===== config.mk =====
export PLATFORM = sky130hd
export DESIGN_NAME = single_max_fp32
export DESIGN_NICKNAME = d
export VERILOG_FILES = /design/src/rtl/single_max_fp32.sv
export SDC_FILE = /design/constraint.sdc
export NUM_CORES = 1
export LEC_CHECK = 0
export CAP_MARGIN = 10
export CORE_UTILIZATION = 48
export DETAILED_ROUTE_END_ITERATION = 12
export PLACE_DENSITY = 0.86
export SETUP_SLACK_MARGIN = 0.1
export SLEW_MARGIN = 0
export SYNTH_ARGS = -nofsm -noshare
export SYNTH_HDL_FRONTEND = slang
export SYNTH_SLANG_ARGS = --single-unit

===== constraint.sdc =====
create_clock -name clk -period 2.35 [get_ports clk]
set_input_delay 0.235 -clock clk [delete_from_list [all_inputs] [get_ports clk]]
set_output_delay 0.235 -clock clk [all_outputs]
set_load 0.05 [all_outputs]

===== src/rtl/single_max_fp32.sv =====
// Registered IEEE-754 binary32 maximum with maxNum NaN handling and +0 ranked above -0.
// Define SINGLE_MAX_FTZ_EN to flush subnormal operands to same-signed zero before the compare.
module single_max_fp32 (
    input  logic        clk,
    input  logic        rst,
    input  logic [31:0] a,
    input  logic [31:0] b,
    output logic [31:0] z
);

    localparam logic [31:0] QNAN = 32'h7FC0_0000;

    logic [31:0] a_f;
    logic [31:0] b_f;
    logic        a_nan;
    logic        b_nan;
    logic [31:0] a_key;
    logic [31:0] b_key;
    logic [31:0] z_d;
    logic [31:0] z_q;

    always_comb begin
        a_f = a;
        b_f = b;
`ifdef SINGLE_MAX_FTZ_EN
        if (a[30:23] == 8'h00) a_f = {a[31], 31'h0};
        if (b[30:23] == 8'h00) b_f = {b[31], 31'h0};
`endif
    end

    assign a_nan = (a_f[30:23] == 8'hFF) && (a_f[22:0] != 23'h0);
    assign b_nan = (b_f[30:23] == 8'hFF) && (b_f[22:0] != 23'h0);

    // Mapping to an unsigned key makes the float total order a plain integer compare.
    assign a_key = a_f[31] ? ~a_f : {1'b1, a_f[30:0]};
    assign b_key = b_f[31] ? ~b_f : {1'b1, b_f[30:0]};

    always_comb begin
        z_d = a_f;
        if (a_nan && b_nan) begin
            z_d = QNAN;
        end else if (a_nan) begin
            z_d = b_f;
        end else if (b_nan) begin
            z_d = a_f;
        end else if (b_key > a_key) begin
            z_d = b_f;
        end
    end

    always_ff @(posedge clk or posedge rst) begin
        if (rst) z_q <= 32'h0;
        else     z_q <= z_d;
    end

    assign z = z_q;

endmodule


# --- After elaboration in Yosys (flattened, before gate mapping) ---
# Cells that the tools add are included.
op_classes:
  magnitude_cmp: 1
  eq_ne: 2
  muxes: 6
  bitwise: 2
  reduce_logical: 5
ops:
  columns: ["cell", "count"]
  rows:
  - ["32-bit 2-to-1 mux", 6]
  - ["32-bit inverter", 2]
  - ["23-bit nonzero test", 2]
  - ["32-bit greater-than comparator", 1]
  - ["8-bit == test, second input constant", 2]
  - ["1-bit logical AND", 3]
totals:
  register_bits: 32
  out_inout_bits: 32

# --- Depth between registers and ports, before layout ---
# Gate-level depths: netlist of run 1.
depth:
  depth_word: 7
  ltp_mapped: 11
  depth_no_buf: 8

# --- Least setup slack after synthesis of run 1 ---
# OpenSTA, ideal clock, no wires.
synth_timing:
  path_type: "input -> register"
  from: "input port b[31]"
  to: "register z_q[25], in the netlist z[25]"
  arrival_ns: 3.067
  required_ns: 2.222
  path_slack_ns: -0.844
  cell_stages: 11
  path_buffers: 3
  cell_sequence: "clkbuf_1 buf_1 xor2_1 ha_1 a21oi_1 nand2_1 a221o_1 o311a_1 a211oi_4 buf_4 mux2_1"
synth_between:
  elab_chain_len: 7
synth_lines:
  columns: ["item", "line", "text"]
  rows:
  - ["from (decl)", "7", "input logic [31:0] b,"]
  - ["32-bit inverter", "36", "assign b_key = b_f[31] ? ~b_f : {1'b1, b_f[30:0]};"]
  - ["32-bit 2-to-1 mux *", "36", null]
  - ["32-bit greater-than comparator *", "46", "end else if (b_key > a_key) begin"]
  - ["32-bit 2-to-1 mux *", "46", null]
  - ["32-bit 2-to-1 mux *", "44", "end else if (b_nan) begin"]
  - ["32-bit 2-to-1 mux *", "42", "end else if (a_nan) begin"]
  - ["32-bit 2-to-1 mux *", "40", "if (a_nan && b_nan) begin"]
  - ["via z_d[25]", "19", "logic [31:0] z_d;"]
  - ["to (signal assigned)", "53", "else z_q <= z_d;"]
  - ["to (decl)", "20", "logic [31:0] z_q;"]
# Mark *: on every way through the listed nets, which the timed path passes. The rest lies on a longest branch.

# --- Final worst setup path of run 1 ---
layout_timing:
  from: "input port a[31]"
  to: "register z_q[21], in the netlist z[21]"
layout_between:
  elab_chain_len: 7
layout_lines:
  columns: ["item", "line", "text"]
  rows:
  - ["from (decl)", "6", "input logic [31:0] a,"]
  - ["32-bit inverter", "35", "assign a_key = a_f[31] ? ~a_f : {1'b1, a_f[30:0]};"]
  - ["32-bit 2-to-1 mux *", "35", null]
  - ["32-bit greater-than comparator *", "46", null]
  - ["32-bit 2-to-1 mux *", "46", null]
  - ["32-bit 2-to-1 mux *", "44", null]
  - ["32-bit 2-to-1 mux *", "42", null]
  - ["32-bit 2-to-1 mux *", "40", null]
  - ["via z_d[21]", "19", null]
# Marks and branches as above.

==> results of run 1 <==
cell families (layout without fill, tap and decap cells):
group                      count (synthesis)  in the layout  synth area share
DFF                                       32             32            0.3099
adders and majority gates                 32             32            0.1550
buffers and inverters                     17            206           0.02809
muxes                                      8              8           0.03486
AOI/OAI and AO/OA                         51             51            0.1530
and+or+nand+nor                           52             52            0.1090
xor gates and xnor gates                  62             62            0.2102
cell type report:
| type | count | share of cell area |
|---|---|---|
| multi-input combinational | 205 | 0.4000 |
| timing repair buffer | 197 | 0.3963 |
| sequential | 32 | 0.1678 |
| clock buffer | 5 | 0.01442 |
| inverter | 4 | 0.003145 |
| tap | 70 | 0.01835 |
timing repair:
action                                  CTS  global route
cloned                                    3             3
buffers inserted                         12             5
pin swaps                                54            28
gates resized for setup                  91            32
endpoints found under the setup margin   32            32
per-stage QoR:
step / setup WS [ns] / TNS (ns) / utilization / instances
3_3_place_gp: -0.5621 / -16.80 / 0.8272 / 486
2_1_floorplan: -0.3071 / -7.713 / - / 254
3_5_place_dp: -0.6571 / -19.13 / 0.8272 / 486
4_1_cts: -0.1856 / -4.387 / 0.8849 / 506
6_report: -0.6099 / -17.40 / 0.9287 / 513
5_1_grt: -0.6677 / -19.47 / 0.9287 / 513
metal layers:
metal | part of all wire | up-vias | wire (um) | GRT usage
met5 | 0.00068 | - | 10 | 0
met2 | 0.45 | 364 | 6611 | 0.6964
li1 | - | 1318 | - | -
met3 | 0.13 | 153 | 1911 | 0.1032
met4 | 0.10 | 2 | 1478 | 0.3004
met1 | 0.32 | 1619 | 4722 | 0.4622
Yosys cell counts (2+ instances only):
cell and number:
buf_1 5, nand4_1 14, buf_2 4, nand3_1 3
nor3_1 4, nand2_1 10, xor2_1 31, ha_1 32
a221o_1 2, a21oi_1 12, and4_1 2, inv_1 4
nor4_1 11, xnor2_1 31, clkbuf_1 3, o21ai_0 4
mux2_1 6, nor2_1 6, dfrtp_1 32, o211ai_1 2
a22o_1 23, mux2_2 2
report_power, final:
| part | internal, mW | leakage (nW) | switching [mW] | total (mW) |
|---|---|---|---|---|
| clock | 0.191 | 0.0359 | 0.212 | 0.403 |
| sequential | 0.641 | 0.380 | 0.0393 | 0.680 |
| combinational | 0.742 | 1.83 | 0.979 | 1.72 |
| total | 1.57 | 2.25 | 1.23 | 2.80 |
path summary, 6_finish.rpt:
check,start,end,slack [ns],cells after the start
max in group asynchronous,rst,z[11]$_DFF_PP0_,1.65,3
min in group clk,a[24],z[24]$_DFF_PP0_,0.39,2
worst max-delay path,a[31],z[21]$_DFF_PP0_,-0.61,11
worst min-delay path,rst,z[28]$_DFF_PP0_,0.35,3
worst min-delay path: stages:
cell and delay, ns:
clkdlybuf4s50_1 0.40, inv_1 0.05, buf_4 0.41
==> results.yml, run 1 <==
outcome:
  status: "finished with violations"
  failed_checks: "setup timing"
drt:
  vias: 3456
  avgRoutedWirePerCell_um: 28.72
  postRouteAntennaNets: 0
  firstDrtPassIters: 5
  drc: 0
  viasPerCell: 6.737
  drt_iter0_markers: 413
  wl_mm: 14.73
logic_synthesis:
  synth_edf_count: 0
  synth_top_area_frac: 0.3099
  synth_cell_type_count: 33
  synth.cell_area_mm2: 0.002584
  synthTopCellsByArea: "dfrtp_1 (31%), ha_1 (15%), xnor2_1 (11%), xor2_1 (11%), a22o_1 (7.8%)"
  synth_top_area_cell: "dfrtp_1"
  yosysWarnings: 0
  avgSynthCellArea_um2: 10.17
  ys.flop_type: "dfrtp_1"
  seq_area_frac_synth: 0.3099
  syn_inst: 254
  async_flop_share: 1.000
  synth_nets: 352
  ys_ff_latch: 32
floorplanning:
  die_area_mm2: 0.005680
  fp.dieH_um: 75.37
  coreArea_mm2: 0.005140
  die_w_um: 75.37
  num_io_pins: 98
  rows: 26
  initial_utilization: 0.5027
global_route:
  gr-total-overflow: 0
  grt_max_degree: 33
  grt_first_pass_wirelength_mm: 16.63
  grt_usage: 0.4163
  grt_pass1_vias: 3193
  grt_antenna_before_repair: 0
final_layout:
  seqCellArea_um2: 800.8
  final_common_cell: "buf_4"
  largest_reg_flops: 32
  antenna_cells: 0
  fillers: 173
  syn2layout_area_growth_pct: 84.75
  layout-drive-gt1-share: 0.3273
  multi_input_area_mm2: 0.001909
  mostFrequentLayoutCells: "buf_4 (80), dlygate4sd2_1 (49), clkdlybuf4s50_1 (37)"
  finalInstanceArea_mm2: 0.004773
  final_nets: 543
critical_path:
  worst_ep_arrival_time_ns: 3.14
  cpPeakStageDelay_ns: 0.45
  setup.worst_path.start_class: "input port"
  crit_type: "in -> reg"
  crit_family: "compound AO/OA/AOI/OAI gates"
  critPathMaxFanout: 9
  crit_chain: "buf_8 -> buf_12 -> xnor2_1 -> ha_1 -> a21oi_2 -> o21ai_2 -> a221o_1 -> o311a_1 -> a221o_2 -> clkbuf_16 -> a22o_1"
  crit_buf_inv: 3
  crit_required_ns: 2.53
  cp_slowest_cell: "xnor2_1"
  worst_setup_path_end_kind: "flip-flop"
timing:
  fin_crit_sh: 1.260
  worst_slew_pin_slew_ns: 0.5579
  whs_ns: 0.3496
  hold_viol_final: 0
  post-route-min-period_ns: 2.960
  rsz0062_at_grt: "yes"
  setup_viol: 32
  slew_violations: 0
  setup_ws_ns: -0.6099
  slew_headroom: 0.6256
  maxClockFrequency_ghz: 0.3379
clock_tree:
  cts_hold_buf: 0
  cts_buffer_depth: 2
  clkSlewWorstSetupHoldPaths_ns: 0.08
  cts_root_buf: "clkbuf_8"
  cts_buffers: 5
  cts_num_sinks: 32
  cts_tree: "done"
  h-tree-depth: 2
place:
  globalplace.congestion: 0.9180
  hpwl_mm: 6.661
  place_area_mm2: 0.004252
  io_buffers: 97
hold_path:
  min_path_type: "in -> async"
power:
  peakVddDrop_mv: 0.5963
  power_density_mw_per_mm2: 587.4
  report.power.total_mw: 2.804
  leakage_nw: 2.247
run:
  drv_cap: 0
Power figures use the tool's default switching activity.
==> inputs of run 2 (changes only) <==
--- a/config.mk
+++ b/config.mk
@@ -5,6 +5,7 @@
 export SDC_FILE = /design/constraint.sdc
 export NUM_CORES = 1
 export LEC_CHECK = 0
+export ABC_CLOCK_PERIOD_IN_PS = 2350
 export CAP_MARGIN = 10
 export CORE_UTILIZATION = 48
 export DETAILED_ROUTE_END_ITERATION = 12
==> results of run 2 <==
Same layout as run 1: the final DEF is identical, and so are final timing and power.
==> inputs of run 3 (changes only) <==
--- a/config.mk
+++ b/config.mk
@@ -9,6 +9,7 @@
 export CAP_MARGIN = 10
 export CORE_UTILIZATION = 48
 export DETAILED_ROUTE_END_ITERATION = 12
+export GPL_TIMING_DRIVEN = 0
 export PLACE_DENSITY = 0.86
 export SETUP_SLACK_MARGIN = 0.1
 export SLEW_MARGIN = 0
==> run 3 against run 2 <==
Compared with the run above:
- critical endpoint is now z[30]$_DFF_PP0_
- critical path type unchanged
- cell count fell by 11%
- highest routed layer is now met4
- wire length shrank 30%
- flip-flop and latch count stayed put
- utilization is 5.9 points lower
- the run still ends with setup timing left
- sequential power down 2%
==> results.yml, run 3 (synthesis results as in run 1) <==
drt:
  postRouteAntennaNets: 0
  vias: 2805
  avgRoutedWirePerCell_um: 22.61
  drc: 0
  viasPerCell: 6.138
  drt_iter0_markers: 204
  firstDrtPassIters: 4
  wl_mm: 10.33
global_route:
  grt_usage: 0.3175
  gr-total-overflow: 0
  grt_max_degree: 33
  grt_pass1_vias: 2834
  grt_first_pass_wirelength_mm: 13.23
  grt_antenna_before_repair: 0
final_layout:
  mostFrequentLayoutCells: "clkdlybuf4s50_1 (51), dfrtp_1 (32), xor2_1 (30)"
  fillers: 256
  syn2layout_area_growth_pct: 72.93
  final_nets: 484
  final_common_cell: "clkdlybuf4s50_1"
  final_core_util: 0.8693
  layout-drive-gt1-share: 0.2196
  largest_reg_flops: 32
  antenna_cells: 0
clock_tree:
  cts_tree: "done"
  clkSlewWorstSetupHoldPaths_ns: 0.08
  cts_hold_buf: 0
  cts_root_buf: "clkbuf_8"
  cts_buffers: 5
  cts_num_sinks: 32
  h-tree-depth: 2
  cts_buffer_depth: 2
outcome:
  failed_checks: "setup timing"
  status: "finished with violations"
timing:
  rsz0062_at_grt: "yes"
  hold_viol_final: 0
  slew_headroom: 0.5555
  worst_slew_pin_slew_ns: 0.6626
  slew_violations: 0
  maxClockFrequency_ghz: 0.3599
  post-route-min-period_ns: 2.779
  setup_viol: 32
  setup_ws_ns: -0.4288
  fin_crit_sh: 1.182
floorplanning:
  fp.dieH_um: 75.37
  die_area_mm2: 0.005680
  coreArea_mm2: 0.005140
  initial_utilization: 0.5027
  rows: 26
  num_io_pins: 98
  die_w_um: 75.37
place:
  globalplace.congestion: 0.8645
  place_ws_ns: -1.098
  io_buffers: 96
  hpwl_mm: 5.804
power:
  pwr-share-seq: 0.251
  power_density_mw_per_mm2: 596.6
  switching_share: 0.4151
  p_switching_mw: 1.106
  p_int_mw: 1.559
  peakVddDrop_mv: 0.4153
  leakage_nw: 2.107
  comb_power_share: 0.576
  clock_power_share: 0.173
critical_path:
  setup.worst_path.start_class: "input port"
  crit_chain: "buf_6 -> clkbuf_16 -> buf_12 -> xnor2_2 -> ha_1 -> nand4_1 -> nor4_4 -> nand4_1 -> and2_4 -> a211oi_4 -> buf_6 -> mux2_4"
  critPathMaxFanout: 7
  crit_type: "in -> reg"
  worst_ep_arrival_time_ns: 2.95
  cpPeakStageDelay_ns: 0.41
  crit_buf_inv: 4
  worst_setup_path_end_kind: "flip-flop"
  cp_slowest_cell: "nor4_4"
  crit_family: "simple AND/OR/NAND/NOR gates"
  crit_required_ns: 2.52
run:
  drv_cap: 0
hold_path:
  min_path_type: "in -> async"
run 3: worst max-delay path by stage:
stage | end | cells after the start | startpoint | slack [ns]
final | z[30]$_DFF_PP0_ | 12 | a[31] | -0.43
after global placement | z[25]$_DFF_PP0_ | 12 | a[31] | -1.02
after global routing | z[30]$_DFF_PP0_ | 12 | a[31] | -0.54
after detailed placement | z[30]$_DFF_PP0_ | 12 | a[31] | -1.10
after floorplan | z[25]$_DFF_PP0_ | 11 | a[31] | -0.31
after CTS | z[30]$_DFF_PP0_ | 12 | a[31] | -0.31
run 3: area by class of cell:
type	count	area [um2]	share of cell area
inverter	4	15.01	0.003360
clock buffer	8	90.09	0.02016
tap	70	87.58	0.01960
timing repair buffer	125	1280	0.2865
buffer	13	188.9	0.04228
sequential	32	800.8	0.1792
multi-input combinational	205	2006	0.4489
run 3: per-stage QoR:
stage          cells  power (mW)  instance area, um2  hold slack [ns]  TNS (ns)
2_1_floorplan    254       1.475                2705           0.3512    -7.713
3_3_place_gp     420       1.888                3754           0.5487    -29.30
3_5_place_dp     420       1.919                3754           0.5586    -31.97
4_1_cts          443       2.452                4093           0.2716    -9.004
5_1_grt          457       2.751                4468           0.2750    -15.67
6_report         457       2.666                4468           0.2515    -12.72
run 3: repair_timing:
action	CTS	global route
endpoints found under the setup margin	32	32
gates resized for setup	51	49
cloned	3	0
setup buffers	12	14
pin swaps	23	37
run 3: metal layers:
layer,part of all wire,vias to the layer above,track usage,wire [um]
met5,0,-,0,0
met4,0.057,0,0.1790,585
met3,0.065,66,0.06746,667
met2,0.53,190,0.5635,5510
met1,0.35,1332,0.3530,3568
li1,-,1217,-,-
run 3: power by group through the flow:
stage | logic [mW] | clock network, mW | registers [mW]
final | 1.54 | 0.461 | 0.669
after CTS | 1.34 | 0.451 | 0.665
after global placement | 1.21 | 0 | 0.673
after detailed placement | 1.24 | 0 | 0.675
after floorplan | 0.470 | 0 | 1.01
after global routing | 1.60 | 0.473 | 0.676
